[src/rtl/alu_param_seq_pkg.sv]
// Shared definitions for the handshaked ALU: opcode values, FSM states and the flag layout.
`timescale 1ns/1ps
package alu_param_seq_pkg;

  localparam int unsigned OP_ADD = 0;
  localparam int unsigned OP_SUB = 1;
  localparam int unsigned OP_MUL = 2;
  localparam int unsigned OP_DIV = 3;
  localparam int unsigned OP_MOD = 4;
  localparam int unsigned OP_AND = 5;
  localparam int unsigned OP_OR  = 6;
  localparam int unsigned OP_XOR = 7;
  localparam int unsigned OP_NOT = 8;
  localparam int unsigned OP_SHL = 9;
  localparam int unsigned OP_SHR = 10;
  localparam int unsigned OP_ROL = 11;
  localparam int unsigned OP_ROR = 12;

  typedef enum logic [1:0] {
    S_IDLE,
    S_EXEC,
    S_DIV_RUN,
    S_RESP
  } state_e;

  // Field order gives the external bit layout {ILLEGAL, DIV0, OVF, CARRY, ZERO}.
  typedef struct packed {
    logic illegal;
    logic div0;
    logic ovf;
    logic carry;
    logic zero;
  } flags_t;

endpackage

[src/rtl/alu_param_seq_div.sv]
// Restoring divider, one quotient bit per clock; DONE_O pulses exactly W cycles after START_I.
`timescale 1ns/1ps
module alu_div_seq #(
  parameter int unsigned W = 8
) (
  input  logic         CLK_I,
  input  logic         RST_I,
  input  logic         START_I,
  input  logic [W-1:0] DIVIDEND_I,
  input  logic [W-1:0] DIVISOR_I,
  output logic         DONE_O,
  output logic [W-1:0] QUOT_O,
  output logic [W-1:0] REM_O
);

  localparam int unsigned CW = $clog2(W + 1);

  logic [W-1:0]  rem_q, quot_q, dsor_q;
  logic [CW-1:0] cnt_q;
  logic          run_q, done_q;

  logic [W-1:0] rem_in, quot_in, dsor_in, rem_nx, quot_nx;
  logic [W:0]   trial;
  logic         qbit;

  // The first iteration happens on the START edge itself, straight from the inputs.
  // NOTE: every signal assigned in always_comb gets a default first, so no path can infer a latch.
  always_comb begin
    rem_in  = START_I ? '0 : rem_q;
    quot_in = START_I ? DIVIDEND_I : quot_q;
    dsor_in = START_I ? DIVISOR_I : dsor_q;
    trial   = {rem_in, quot_in[W-1]};
    qbit    = (trial >= {1'b0, dsor_in});
    rem_nx  = qbit ? W'(trial - {1'b0, dsor_in}) : trial[W-1:0];
    quot_nx = {quot_in[W-2:0], qbit};
  end

  // NOTE: sequential state uses non-blocking assignments so every flop samples pre-edge values.
  always_ff @(posedge CLK_I) begin
    if (RST_I) begin
      rem_q  <= '0;
      quot_q <= '0;
      dsor_q <= '0;
      cnt_q  <= '0;
      run_q  <= 1'b0;
      done_q <= 1'b0;
    end else begin
      done_q <= 1'b0;
      if (START_I) begin
        rem_q  <= rem_nx;
        quot_q <= quot_nx;
        dsor_q <= DIVISOR_I;
        cnt_q  <= CW'(W - 1);
        run_q  <= 1'b1;
      end else if (run_q) begin
        rem_q  <= rem_nx;
        quot_q <= quot_nx;
        cnt_q  <= cnt_q - 1'b1;
        if (cnt_q == CW'(1)) begin
          run_q  <= 1'b0;
          done_q <= 1'b1;
        end
      end
    end
  end

  assign DONE_O = done_q;
  assign QUOT_O = quot_q;
  assign REM_O  = rem_q;

endmodule

[src/rtl/alu_param_seq.sv]
// Handshaked parametrised ALU: one command in flight, single-cycle datapath plus iterative DIV/MOD.
`timescale 1ns/1ps
module alu_param_seq
  import alu_param_seq_pkg::*;
#(
  parameter int unsigned W     = 8,
  parameter int unsigned OPC_W = 4
) (
  input  logic             CLK_I,
  input  logic             RST_I,
  input  logic             IN_VALID_I,
  output logic             IN_READY_O,
  input  logic [OPC_W-1:0] OPCODE_I,
  input  logic [W-1:0]     DATA_A_I,
  input  logic [W-1:0]     DATA_B_I,
  output logic             OUT_VALID_O,
  input  logic             OUT_READY_I,
  output logic [2*W-1:0]   DATA_OUT_O,
  output logic [4:0]       FLAGS_O,
  output logic             BUSY_O
);

  state_e             state_q, state_d;
  logic [W-1:0]       a_q, b_q;
  logic [OPC_W-1:0]   op_q;
  logic [2*W-1:0]     data_q, res;
  flags_t             flags_q, flg;
  logic               out_valid_q;
  logic               is_div, div_start, div_done;
  logic [W-1:0]       div_quot, div_rem, rot_amt, diff;
  logic [W:0]         sum;
  logic [2*W-1:0]     rot_l, rot_r;

  assign is_div = (op_q == OPC_W'(OP_DIV)) || (op_q == OPC_W'(OP_MOD));

  always_comb begin
    state_d   = state_q;
    div_start = 1'b0;
    case (state_q)
      S_IDLE:    if (IN_VALID_I) state_d = S_EXEC;
      S_EXEC: begin
        if (is_div && (b_q != '0)) begin
          state_d   = S_DIV_RUN;
          div_start = 1'b1;
        end else begin
          state_d = S_RESP;
        end
      end
      S_DIV_RUN: if (div_done) state_d = S_RESP;
      S_RESP:    if (out_valid_q && OUT_READY_I) state_d = S_IDLE;
      default:   state_d = S_IDLE;
    endcase
  end

  always_comb begin
    res     = '0;
    flg     = '0;
    sum     = {1'b0, a_q} + {1'b0, b_q};
    diff    = a_q - b_q;
    rot_amt = W'(32'(b_q) % W);
    rot_l   = {a_q, a_q} << rot_amt;
    rot_r   = {a_q, a_q} >> rot_amt;
    case (op_q)
      OPC_W'(OP_ADD): begin
        res       = {{(W-1){1'b0}}, sum};
        flg.carry = sum[W];
        flg.ovf   = (a_q[W-1] == b_q[W-1]) && (sum[W-1] != a_q[W-1]);
      end
      OPC_W'(OP_SUB): begin
        res       = {{W{1'b0}}, diff};
        flg.carry = (a_q < b_q);
        flg.ovf   = (a_q[W-1] != b_q[W-1]) && (diff[W-1] != a_q[W-1]);
      end
      OPC_W'(OP_MUL): res = {{W{1'b0}}, a_q} * {{W{1'b0}}, b_q};
      // Divide by zero never starts the divider: quotient all ones, remainder = A.
      OPC_W'(OP_DIV): begin
        flg.div0 = (b_q == '0);
        res      = flg.div0 ? {a_q, {W{1'b1}}} : {div_rem, div_quot};
      end
      OPC_W'(OP_MOD): begin
        flg.div0 = (b_q == '0);
        res      = {{W{1'b0}}, (flg.div0 ? a_q : div_rem)};
      end
      OPC_W'(OP_AND): res = {{W{1'b0}}, a_q & b_q};
      OPC_W'(OP_OR):  res = {{W{1'b0}}, a_q | b_q};
      OPC_W'(OP_XOR): res = {{W{1'b0}}, a_q ^ b_q};
      OPC_W'(OP_NOT): res = {{W{1'b0}}, ~a_q};
      OPC_W'(OP_SHL): res = (32'(b_q) >= W) ? '0 : {{W{1'b0}}, a_q << b_q};
      OPC_W'(OP_SHR): res = (32'(b_q) >= W) ? '0 : {{W{1'b0}}, a_q >> b_q};
      OPC_W'(OP_ROL): res = {{W{1'b0}}, rot_l[2*W-1:W]};
      OPC_W'(OP_ROR): res = {{W{1'b0}}, rot_r[W-1:0]};
      default:        flg.illegal = 1'b1;
    endcase
    flg.zero = (res == '0);
  end

  // NOTE: every register, including operands and results, is reset so an aborted command leaves no trace.
  always_ff @(posedge CLK_I) begin
    if (RST_I) begin
      state_q     <= S_IDLE;
      a_q         <= '0;
      b_q         <= '0;
      op_q        <= '0;
      data_q      <= '0;
      flags_q     <= '0;
      out_valid_q <= 1'b0;
    end else begin
      state_q <= state_d;
      if (state_q == S_IDLE && IN_VALID_I) begin
        a_q  <= DATA_A_I;
        b_q  <= DATA_B_I;
        op_q <= OPCODE_I;
      end
      if (state_d == S_RESP && state_q != S_RESP) begin
        data_q  <= res;
        flags_q <= flg;
      end
      // Valid follows RESP entry by one cycle and drops on the handshake edge.
      out_valid_q <= (state_q == S_RESP) && !(out_valid_q && OUT_READY_I);
    end
  end

  alu_div_seq #(.W(W)) u_div (
    .CLK_I      (CLK_I),
    .RST_I      (RST_I),
    .START_I    (div_start),
    .DIVIDEND_I (a_q),
    .DIVISOR_I  (b_q),
    .DONE_O     (div_done),
    .QUOT_O     (div_quot),
    .REM_O      (div_rem)
  );

  assign IN_READY_O  = (state_q == S_IDLE);
  assign BUSY_O      = (state_q != S_IDLE);
  assign OUT_VALID_O = out_valid_q;
  assign DATA_OUT_O  = data_q;
  assign FLAGS_O     = flags_q;

endmodule

[config.mk]
export PLATFORM = sky130hd
export DESIGN_NAME = alu_param_seq
export DESIGN_NICKNAME = d
export VERILOG_FILES = /design/src/rtl/alu_param_seq_pkg.sv /design/src/rtl/alu_param_seq_div.sv /design/src/rtl/alu_param_seq.sv
export SDC_FILE = /design/constraint.sdc
export NUM_CORES = 1
export LEC_CHECK = 0
export ABC_AREA = 1
export BUFFER_PORTS_ARGS = -buffer_cell sky130_fd_sc_hd__buf_2
export CORE_ASPECT_RATIO = 1.5
export CORE_MARGIN = 2
export CORE_UTILIZATION = 50
export DETAILED_ROUTE_END_ITERATION = 10
export GPL_TIMING_DRIVEN = 0
export HOLD_SLACK_MARGIN = 0.1
export PLACE_DENSITY_LB_ADDON = 0.2
export SLEW_MARGIN = 5
export SYNTH_ARGS = -nofsm -noshare
export SYNTH_HDL_FRONTEND = slang
export SYNTH_SLANG_ARGS = --single-unit
[constraint.sdc]
create_clock -name CLK_I -period 5.2 [get_ports CLK_I]
set_clock_uncertainty 0.1 [all_clocks]
set_input_delay 0.26 -clock CLK_I [delete_from_list [all_inputs] [get_ports CLK_I]]
set_output_delay 0.26 -clock CLK_I [all_outputs]
set_load 0.005 [all_outputs]
Word level (Yosys, flattened, before mapping)
Index checks and enable logic that the tools add are counted.

Multiplexer cells: 29. Div/mod/pow operators: 0. Reductions and logical operators: 20. Multipliers: 1. Shift-type cells: 4. Bitwise logic cells: 5. Eq/ne operators: 22. Add/sub/neg operators: 4. $lt $le $gt $ge: 3.

Operator list (count): $pmux W16 S13 (1); $mux W8 (11); $eq A4 B4 Y1 const B (5); $eq A4 B3 Y1 const B (4); $logic_not A16 Y1 (1); $mul A8 B8 Y16 (1); $mux W16 (1); $shl A16 B3 Y16 (1); $shr A16 B3 Y8 (1); $sub A8 B8 Y8 (2); $reduce_or A13 Y1 (1); $add A8 B8 Y9 (1); $ge A9 B8 Y1 (1); $mux W1 (9); $and A8 B8 Y8 (1); $eq A4 B1 Y1 const B (2); $eq A4 B2 Y1 const B (2); $ge A8 B4 Y1 const B (1); $logic_not A8 Y1 (1); $lt A8 B8 Y1 (1); $not A8 Y8 (1); $or A8 B8 Y8 (1); $pmux W2 S4 (1); $reduce_bool A8 Y1 (1); 21 further kinds (36).

Input port bits: 24. Latch bits: 0. Bits in read-only memories: 0. Memory bits (writable): 0. Flip-flop bits (word level): 74. Memories kept: 0. Output and inout bits: 24.

Logic depth before layout (Yosys ltp)
Gate-level depths: netlist (run 1).

Depth in word-level cells: 10. Mapped depth: 26. Gate-level depth less buffers: 25.

By module
A second synthesis (run 1) with hierarchy kept.

Cells, all modules: 1382. Area total of the unflattened synthesis: 8523.2 um^2.

Modules (own cells, without submodules): alu_param_seq (instances 1, sequential area each 880.8 um^2, cells each 1119, area each 6735.2 um^2); alu_div_seq (instances 1, sequential area each 600.6 um^2, cells each 263, area each 1788.0 um^2).

Least setup slack after synthesis (run 1)
Ideal clock, no wire load.

Path type: reg-to-reg. Start point: reg a_q[1]. End point: reg flags_q (netlist bit FLAGS_O[0]). Data required time: 4965 ps. Slack: 589 ps. Data arrival time: 4376 ps. Stages on the path, launching flop included: 25. Setup time: 135 ps. Period minus slack after synthesis: 4611 ps. Cells stage by stage: dfxtp_1 > clkbuf_1 > nand2_1 > fa_1 > fa_1 > inv_1 > fa_1 > inv_1 > fa_1 > inv_1 > ha_1 > a21oi_1 > nor2_1 > nor2_1 > nand2_1 > nand2_1 > nand2_1 > nand2_1 > nand2_1 > o21ai_0 > nor2_1 > nand2_1 > nor2_1 > nand3_1 > a21oi_1.

Word-level cells in the longest chain between the ends: 4. Elaborated cells between the ends (all ways): 17.

RTL lines: start, declared (RTL line alu_param_seq.sv:24) `logic [W-1:0] a_q, b_q;`; start signal, assigned (RTL line alu_param_seq.sv:101) `a_q <= '0;`; start signal, assigned (RTL line alu_param_seq.sv:110) `a_q <= DATA_A_I;`; parallel branches: the longest is 2 deep, another holds $mul A8 B8 Y16; $pmux W16 S13 * (RTL line alu_param_seq.sv:63) `case (op_q)`; $logic_not A16 Y1 * (RTL line alu_param_seq.sv:94) `flg.zero = (res == '0);`; end signal, assigned (RTL line alu_param_seq.sv:116) `flags_q <= flg;`; end, declared (RTL line alu_param_seq.sv:27) `flags_t flags_q, flg;`.

Mark *: on every way between the ends. A chain may end at the register's enable or synchronous reset.

Worst setup path in the final report (run 1)
Start point: reg b_q[2]. End point: reg flags_q (netlist bit FLAGS_O[0]).

Word-level cells in the longest chain between the ends: 6. Elaborated cells between the ends (all ways): 24.

RTL lines: start, declared (RTL line alu_param_seq.sv:24); start signal, assigned (RTL line alu_param_seq.sv:102) `b_q <= '0;`; start signal, assigned (RTL line alu_param_seq.sv:111) `b_q <= DATA_B_I;`; parallel branches: the longest is 6 deep, another holds $mul A8 B8 Y16.

Several ways; the timed one is not identified.

==> impl_metrics.csv, run 1 <==
group,metric,value,unit
synthesis,seq_area_frac_synth,18.58,%
synthesis,async_reset_ff_share,0,%
status,status,"complete, no violations",
place,dp.cells,1504,
clock_tree,cts-root-buf,"clkbuf_16",
grt,grt_pass1_vias,8400,
die,die_area,0.01700,mm^2
worst_setup_path,path_class,"register to register",
cells_and_area,multiInputGateArea,0.005502,mm^2
clock_tree,htreeDepth,3,
synthesis,ys_ff_latch,74,
clock_tree,clk_pin_slew,70,ps
clock_tree,cts_max_path_buffers,2,
place,port-buffer-count,46,
die,core,0.01563,mm^2
power,totalPowerFinal,2.609,mW
worst_setup_path,critPathArrivalTime,5050,ps
cells_and_area,seq_area,0.001493,mm^2
sta,setup_violations,0,
cells_and_area,syn2layout_area_growth,11.34,%
place,finalWeightedCongestion,1.008,
synthesis,netlist_area,0.007975,mm^2
synthesis,yosysMostFrequentCell,"nand2_1",
grt,track_usage,36.54,%
synthesis,yosysTopAreaCell,"dfxtp_1",
routing,drt_iter0_drc,622,
clock_tree,clkSinkCount,74,
die,fp-row-count,56,
power,peakVddDrop,0.0002431,V
synthesis,ys_warn_count,0,
routing,routed_wl,29990,um
sta,hold_viol,0,
synthesis,synthesis.nets,1388,
worst_setup_path,cp-startpoint,"b_q[2]",
routing,ant_nets,0,
worst_setup_path,required,5370,ps
cells_and_area,antenna_cells,0,
worst_setup_path,r2r_end,"FLAGS_O[0]",
worst_setup_path,cp_max_fo,10,
worst_setup_path,worst_setup_path_start_kind,"register",
cells_and_area,fin_cells,1521,
synthesis,synth_commonest_cells,"nand2_1, inv_1, nor2_1, nand3_1, o21ai_0",
cells_and_area,nets,1446,
worst_hold_path,min_path_cells,3,
routing,wire_per_inst,19.72,um
sta,max_freq,204.8,MHz
sta,min_period,4882,ps
synthesis,avgSynthCellArea,6.355,um^2
place,dp_hpwl,24520,um
routing,drc,0,
worst_setup_path,r2r_cells,24,
synthesis,synth_area_leaders,"dfxtp_1, nand2_1, ha_1",
synthesis,synth-edff-count,0,
grt,grt_antenna_before_repair,0,
power,power.leakage,4.882,nW
run,maxCapViolations,0,
sta,fin_crit_sh,93.89,%
power,power.density,293.8,mW/mm^2
worst_setup_path,worstSetupEndpoint,"FLAGS_O[0]",
grt,grt_pass1_wl,45950,um
die,io-pin-count,48,
die,initial_core_util,51.04,%
clock_tree,clock_latency,340,ps
synthesis,netlist_instances,1255,
die,die_y,158.7,um
clock_tree,cts_tree,"built",
sta,slew_headroom,54.09,%
worst_setup_path,reg2reg_slack,320,ps
worst_hold_path,hp-class,"primary input to register",
worst_setup_path,worstSetupEndpointType,"register",
sta,slew_viol_final,0,
grt,grt_max_degree,15,
clock_tree,post_cts_buffers,0,
sta,worstMarginPinSlew,688.7,ps
clock_tree,cts_buffers,9,
worst_setup_path,worstReg2RegStart,"b_q[2]",
routing,dr.pass1.iters,6,
routing,vias_per_cell,5.573,
synthesis,yosys.area.top_type_share,18.58,%
cells_and_area,fill_cells,1644,
synthesis,ys_types,44,
routing,via_count,8476,
cells_and_area,layout-drive-gt1-share,10.32,%
grt,grt_remaining_overflow,0,
die,die_w,107.1,um
synthesis,synth_ff_type,"dfxtp_1",
-- placed cells by master (no fill, tap or decap), types with 14 or more instances in the layout --
cell type,netlist,routed
o21ai_0,87,83
nand3_1,103,103
nand4_1,14,14
dfxtp_1,74,69
nand2_1,304,304
buf_2,12,57
clkbuf_1,33,23
nor3_1,14,14
fa_1,39,38
a21oi_1,76,75
inv_1,191,191
nor2_1,137,136
ha_1,70,68
-- where the power goes --
group          internal (mW)  switching [mW]
Clock                  0.375           0.270
Sequential             0.628          0.0530
Combinational          0.417           0.865
-- repair_timing --
| item | CTS | global route |
|---|---|---|
| gates resized for setup | 14 | 45 |
| pin swaps | 0 | 2 |
| hold endpoints to repair | 2 | 0 |
| hold buffers | 2 | 0 |
| endpoints found under the setup margin | 7 | 2 |
-- critical path, stage by stage (launching register included) --
cell and delay, ps:
dfxtp_2 450, buf_4 240, nand2_1 70, inv_1 70, fa_1 420, fa_1 480
fa_1 560, inv_1 60, fa_2 610, inv_1 60, ha_1 350, nand2_1 80
nor2_1 110, nand2_1 60, nand3b_1 150, nand2_1 100, nand2_1 70, nand2_1 40
nand3_1 100, nand2_1 110, nor2_1 100, nand2_1 70, nor2_1 100, nand3_1 100
a21oi_1 140
-- flip-flops by register name (all words and copies together) (netlist names), 2 cells and up --
register / flops
DATA_OUT_O: 16
u_div.dsor_q: 8
a_q: 8
op_q: 4
b_q: 8
u_div.REM_O: 8
FLAGS_O: 5
state_q: 2
u_div.cnt_q: 4
u_div.QUOT_O: 8
-- worst min-delay path by stage --
stage,to,from,slack (ps)
after global placement,u_div.QUOT_O[7],u_div.QUOT_O[7],370
final,a_q[6],DATA_A_I[6],110
after global routing,a_q[0],DATA_A_I[0],130
after floorplan,op_q[0],OPCODE_I[0],350
after detailed placement,FLAGS_O[0],FLAGS_O[0],360
after CTS,a_q[3],DATA_A_I[3],100
-- stage by stage --
stage                     setup WS [ps]  utilization, %  area, um^2  hold slack (ps)  setup TNS, ps
after floorplan                   589.0               -        7975            351.3              0
after global routing             -7.178           56.83        8880            128.7         -7.178
final                             317.7           56.83        8880            111.8              0
after CTS                         18.91           56.34        8803            100.1              0
after detailed placement         -486.4           54.14        8459            365.0          -1458
after global placement           -376.0           54.14        8459            365.5         -600.1
-- metal layers --
metal	wire length (um)	track usage, %
met5	0	0
met4	3145	32.71
met3	1456	4.462
met2	14630	64.29
met1	10760	37.63
-- kinds of logic after synthesis --
group	after synthesis	synth area share, %
simple gates	602	32.48
buf+inv	253	12.71
compound gates	203	13.92
fa+ha+maj	109	20.77
flops	74	18.58
xor+xnor	13	1.428
mux	1	0.1255
-- layout make-up --
cell class	instances	share of cell area, %
timing repair buffer	48	2.818
clock inverter	7	0.8595
clock buffer	9	2.536
multi-input combinational	928	61.96
tap	203	2.860
buffer	54	3.790
inverter	198	8.370
sequential	74	16.81
No activity file was read; power rests on OpenSTA's default activity.
==> inputs of run 2 (changes only) <==
Clock period 5.2 ns to 4 ns, I/O delays scaled along.
==> run 2 against run 1 <==
  * The flow now finishes with violations (negative setup slack)
  * Register-to-register slack worse by 780 ps
  * Fmax grew 9.3%
  * Sequential power grew 31%
  * Worst hold slack better by 6.4 ps
  * Routed wire length up 2.9%
  * Total power is 39% higher
  * Flip-flop and latch count is the same
==> impl_metrics.csv, run 2 (synthesized netlist as in run 1, its figures left out) <==
group,metric,value,unit
sta,tns,-1995,ps
power,seq_power_share,24.6,%
clock_tree,clk_pin_slew,60,ps
place,port-buffer-count,46,
sta,max_freq,223.9,MHz
worst_setup_path,worstSetupEndpointType,"register",
worst_setup_path,cp_max_fo,6,
worst_setup_path,slowest_delay,570,ps
sta,min_period,4466,ps
place,finalWeightedCongestion,0.9854,
worst_setup_path,r2r_end,"FLAGS_O[0]",
cells_and_area,fill_cells,1509,
power,pwr-share-comb,52.7,%
routing,drc,0,
cells_and_area,layout-drive-gt1-share,19.81,%
grt,grt_remaining_overflow,0,
power,power.density,365.7,mW/mm^2
power,power.switching,1.624,mW
place,post-place-ws,-934.6,ps
grt,grt_pass1_wl,46640,um
power,clock_power_share,22.7,%
clock_tree,cts_tree,"built",
place,dp.cells,1504,
clock_tree,clock_latency,340,ps
worst_setup_path,worst-path-buf-inv,4,
die,fp-row-count,56,
run,maxCapViolations,0,
power,swShare,44.72,%
power,p_int,2.007,mW
cells_and_area,fin_cells,1581,
worst_hold_path,worstHoldEndpoint,"b_q[5]",
worst_setup_path,reg2reg_slack,-470,ps
sta,setup_violations,11,
clock_tree,cts_buffers,9,
place,dp_hpwl,23520,um
worst_setup_path,worst_setup_path_start_kind,"register",
worst_setup_path,critPathArrivalTime,4640,ps
grt,grt_pass1_vias,8644,
sta,rsz0062_at_grt,"yes",
clock_tree,htreeDepth,3,
die,die_y,158.7,um
worst_hold_path,min_path_cells,3,
clock_tree,clkSinkCount,74,
routing,vias_per_cell,5.575,
sta,slew_headroom,49.29,%
worst_hold_path,hold_start,"DATA_B_I[5]",
routing,dr.pass1.iters,6,
grt,grt_antenna_before_repair,1,
worst_setup_path,cp_top_family,"adder cells",
routing,ant_nets,0,
worst_setup_path,worstReg2RegStart,"a_q[1]",
die,die_w,107.1,um
routing,drt_iter0_drc,755,
sta,worstMarginPinSlew,760.6,ps
cells_and_area,nets,1506,
power,power.leakage,5.284,nW
sta,slew_viol_final,0,
worst_setup_path,required,4170,ps
cells_and_area,syn2layout_area_growth,24.51,%
grt,track_usage,36.90,%
cells_and_area,layout_common_cells,"nand2_1, inv_1, nor2_1",
power,peakVddDrop,0.0004380,V
sta,hold_ws,118.2,ps
worst_setup_path,crit_slowest_cell,"fa_1",
cells_and_area,final_common_cell,"nand2_1",
cells_and_area,fin_util,63.55,%
grt,grt_max_degree,14,
cells_and_area,antenna_cells,0,
worst_setup_path,cp_cell_sequence,"clkbuf_16 > nand2_1 > inv_1 > fa_1 > fa_1 > fa_1 > inv_1 > fa_1 > inv_2 > ha_4 > nand2_2 > nor2_1 > nand2_1 > nand3b_1 > nand2_1 > nand2_1 > nand2_1 > nand3_2 > nand2_2 > nor2_1 > nand2_1 > nor2_1 > nand3_1 > a21oi_2",
routing,wire_per_inst,19.52,um
worst_hold_path,hp-class,"primary input to register",
worst_setup_path,crit_top_cell,"nand2_1",
sta,hold_viol,0,
die,io-pin-count,48,
die,die_area,0.01700,mm^2
sta,fin_crit_sh,111.6,%
clock_tree,cts-root-buf,"clkbuf_16",
status,status,"finished with violations",
worst_setup_path,path_class,"register to register",
cells_and_area,largest_reg_flops,16,
die,core,0.01563,mm^2
clock_tree,cts_max_path_buffers,2,
routing,routed_wl,30860,um
die,initial_core_util,51.04,%
sta,layout_setup_ws,-465.6,ps
routing,via_count,8814,
worst_setup_path,r2r_cells,24,
status,violations,"negative setup slack",
run 2: cell count changes in the layout (fill, tap and decap cells not counted), sizes merged:
cell	before	now
buf	75	110
clkinvlp	2	0
clkbuf	34	42
inv	200	199
dlygate4sd3	2	20
clkinv	2	4
run 2: what timing repair did:
| item | in CTS | in global routing |
|---|---|---|
| cloned | 0 | 1 |
| hold buffers | 20 | 0 |
| endpoints found under the hold margin | 21 | 0 |
| endpoints found under the setup margin | 13 | 21 |
| resized for setup | 99 | 50 |
| setup buffers | 37 | 5 |
| pin swaps | 41 | 33 |
run 2: through the flow:
stage,area (um^2),power (mW)
after floorplan,8129,2.030
after global placement,8613,2.491
after detailed placement,8613,2.513
after CTS,9743,3.537
after global routing,9930,3.848
final,9930,3.631
run 2: worst reg2reg max path: stages, from the launching register on:
cell and delay (ps):
dfxtp_4 360, clkbuf_16 170, nand2_1 60, inv_1 50
fa_1 570, fa_1 430, fa_1 490, inv_1 50
fa_1 500, inv_2 50, ha_4 300, nand2_2 60
nor2_1 80, nand2_1 60, nand3b_1 180, nand2_1 100
nand2_1 60, nand2_1 60, nand3_2 80, nand2_2 70
nor2_1 120, nand2_1 70, nor2_1 90, nand3_1 100
a21oi_2 140
run 2: area by class of cell:
class	instances	area, um^2	area share, %
Inverter	198	743.2	7.485
Multi-Input combinational cell	928	5919	59.61
Clock buffer	10	229.0	2.306
Tap cell	203	254.0	2.558
Clock inverter	6	66.31	0.6678
Timing Repair Buffer	108	775.7	7.813
Buffer	54	429.2	4.322
Sequential cell	74	1513	15.23
run 2: metal layers:
| metal | global-route usage [%] | up-vias | wire, um |
|---|---|---|---|
| met1 | 40.45 | 4126 | 11400 |
| met4 | 24.86 | 0 | 2305 |
| met5 | 0 | - | 0 |
| met3 | 5.526 | 118 | 1778 |
| met2 | 65.22 | 348 | 15380 |
| li1 | - | 4222 | - |
run 2: worst max-delay path by stage:
stage	end	from	slack (ps)	cells after the start
2_1_floorplan	FLAGS_O[0]	a_q[0]	-60	24
3_3_place_gp	FLAGS_O[0]	b_q[1]	-860	22
3_5_place_dp	FLAGS_O[0]	b_q[1]	-930	22
4_1_cts	FLAGS_O[0]	a_q[0]	-450	24
5_1_grt	FLAGS_O[0]	a_q[2]	-660	23
6_report	FLAGS_O[0]	a_q[1]	-470	24
run 2: power by group through the flow:
stage	logic (mW)	clock network (mW)	registers (mW)
final	1.91	0.825	0.892
after global routing	2.09	0.862	0.899
after CTS	1.82	0.830	0.886
after detailed placement	1.61	0	0.900
after global placement	1.59	0	0.899
after floorplan	1.15	0	0.883
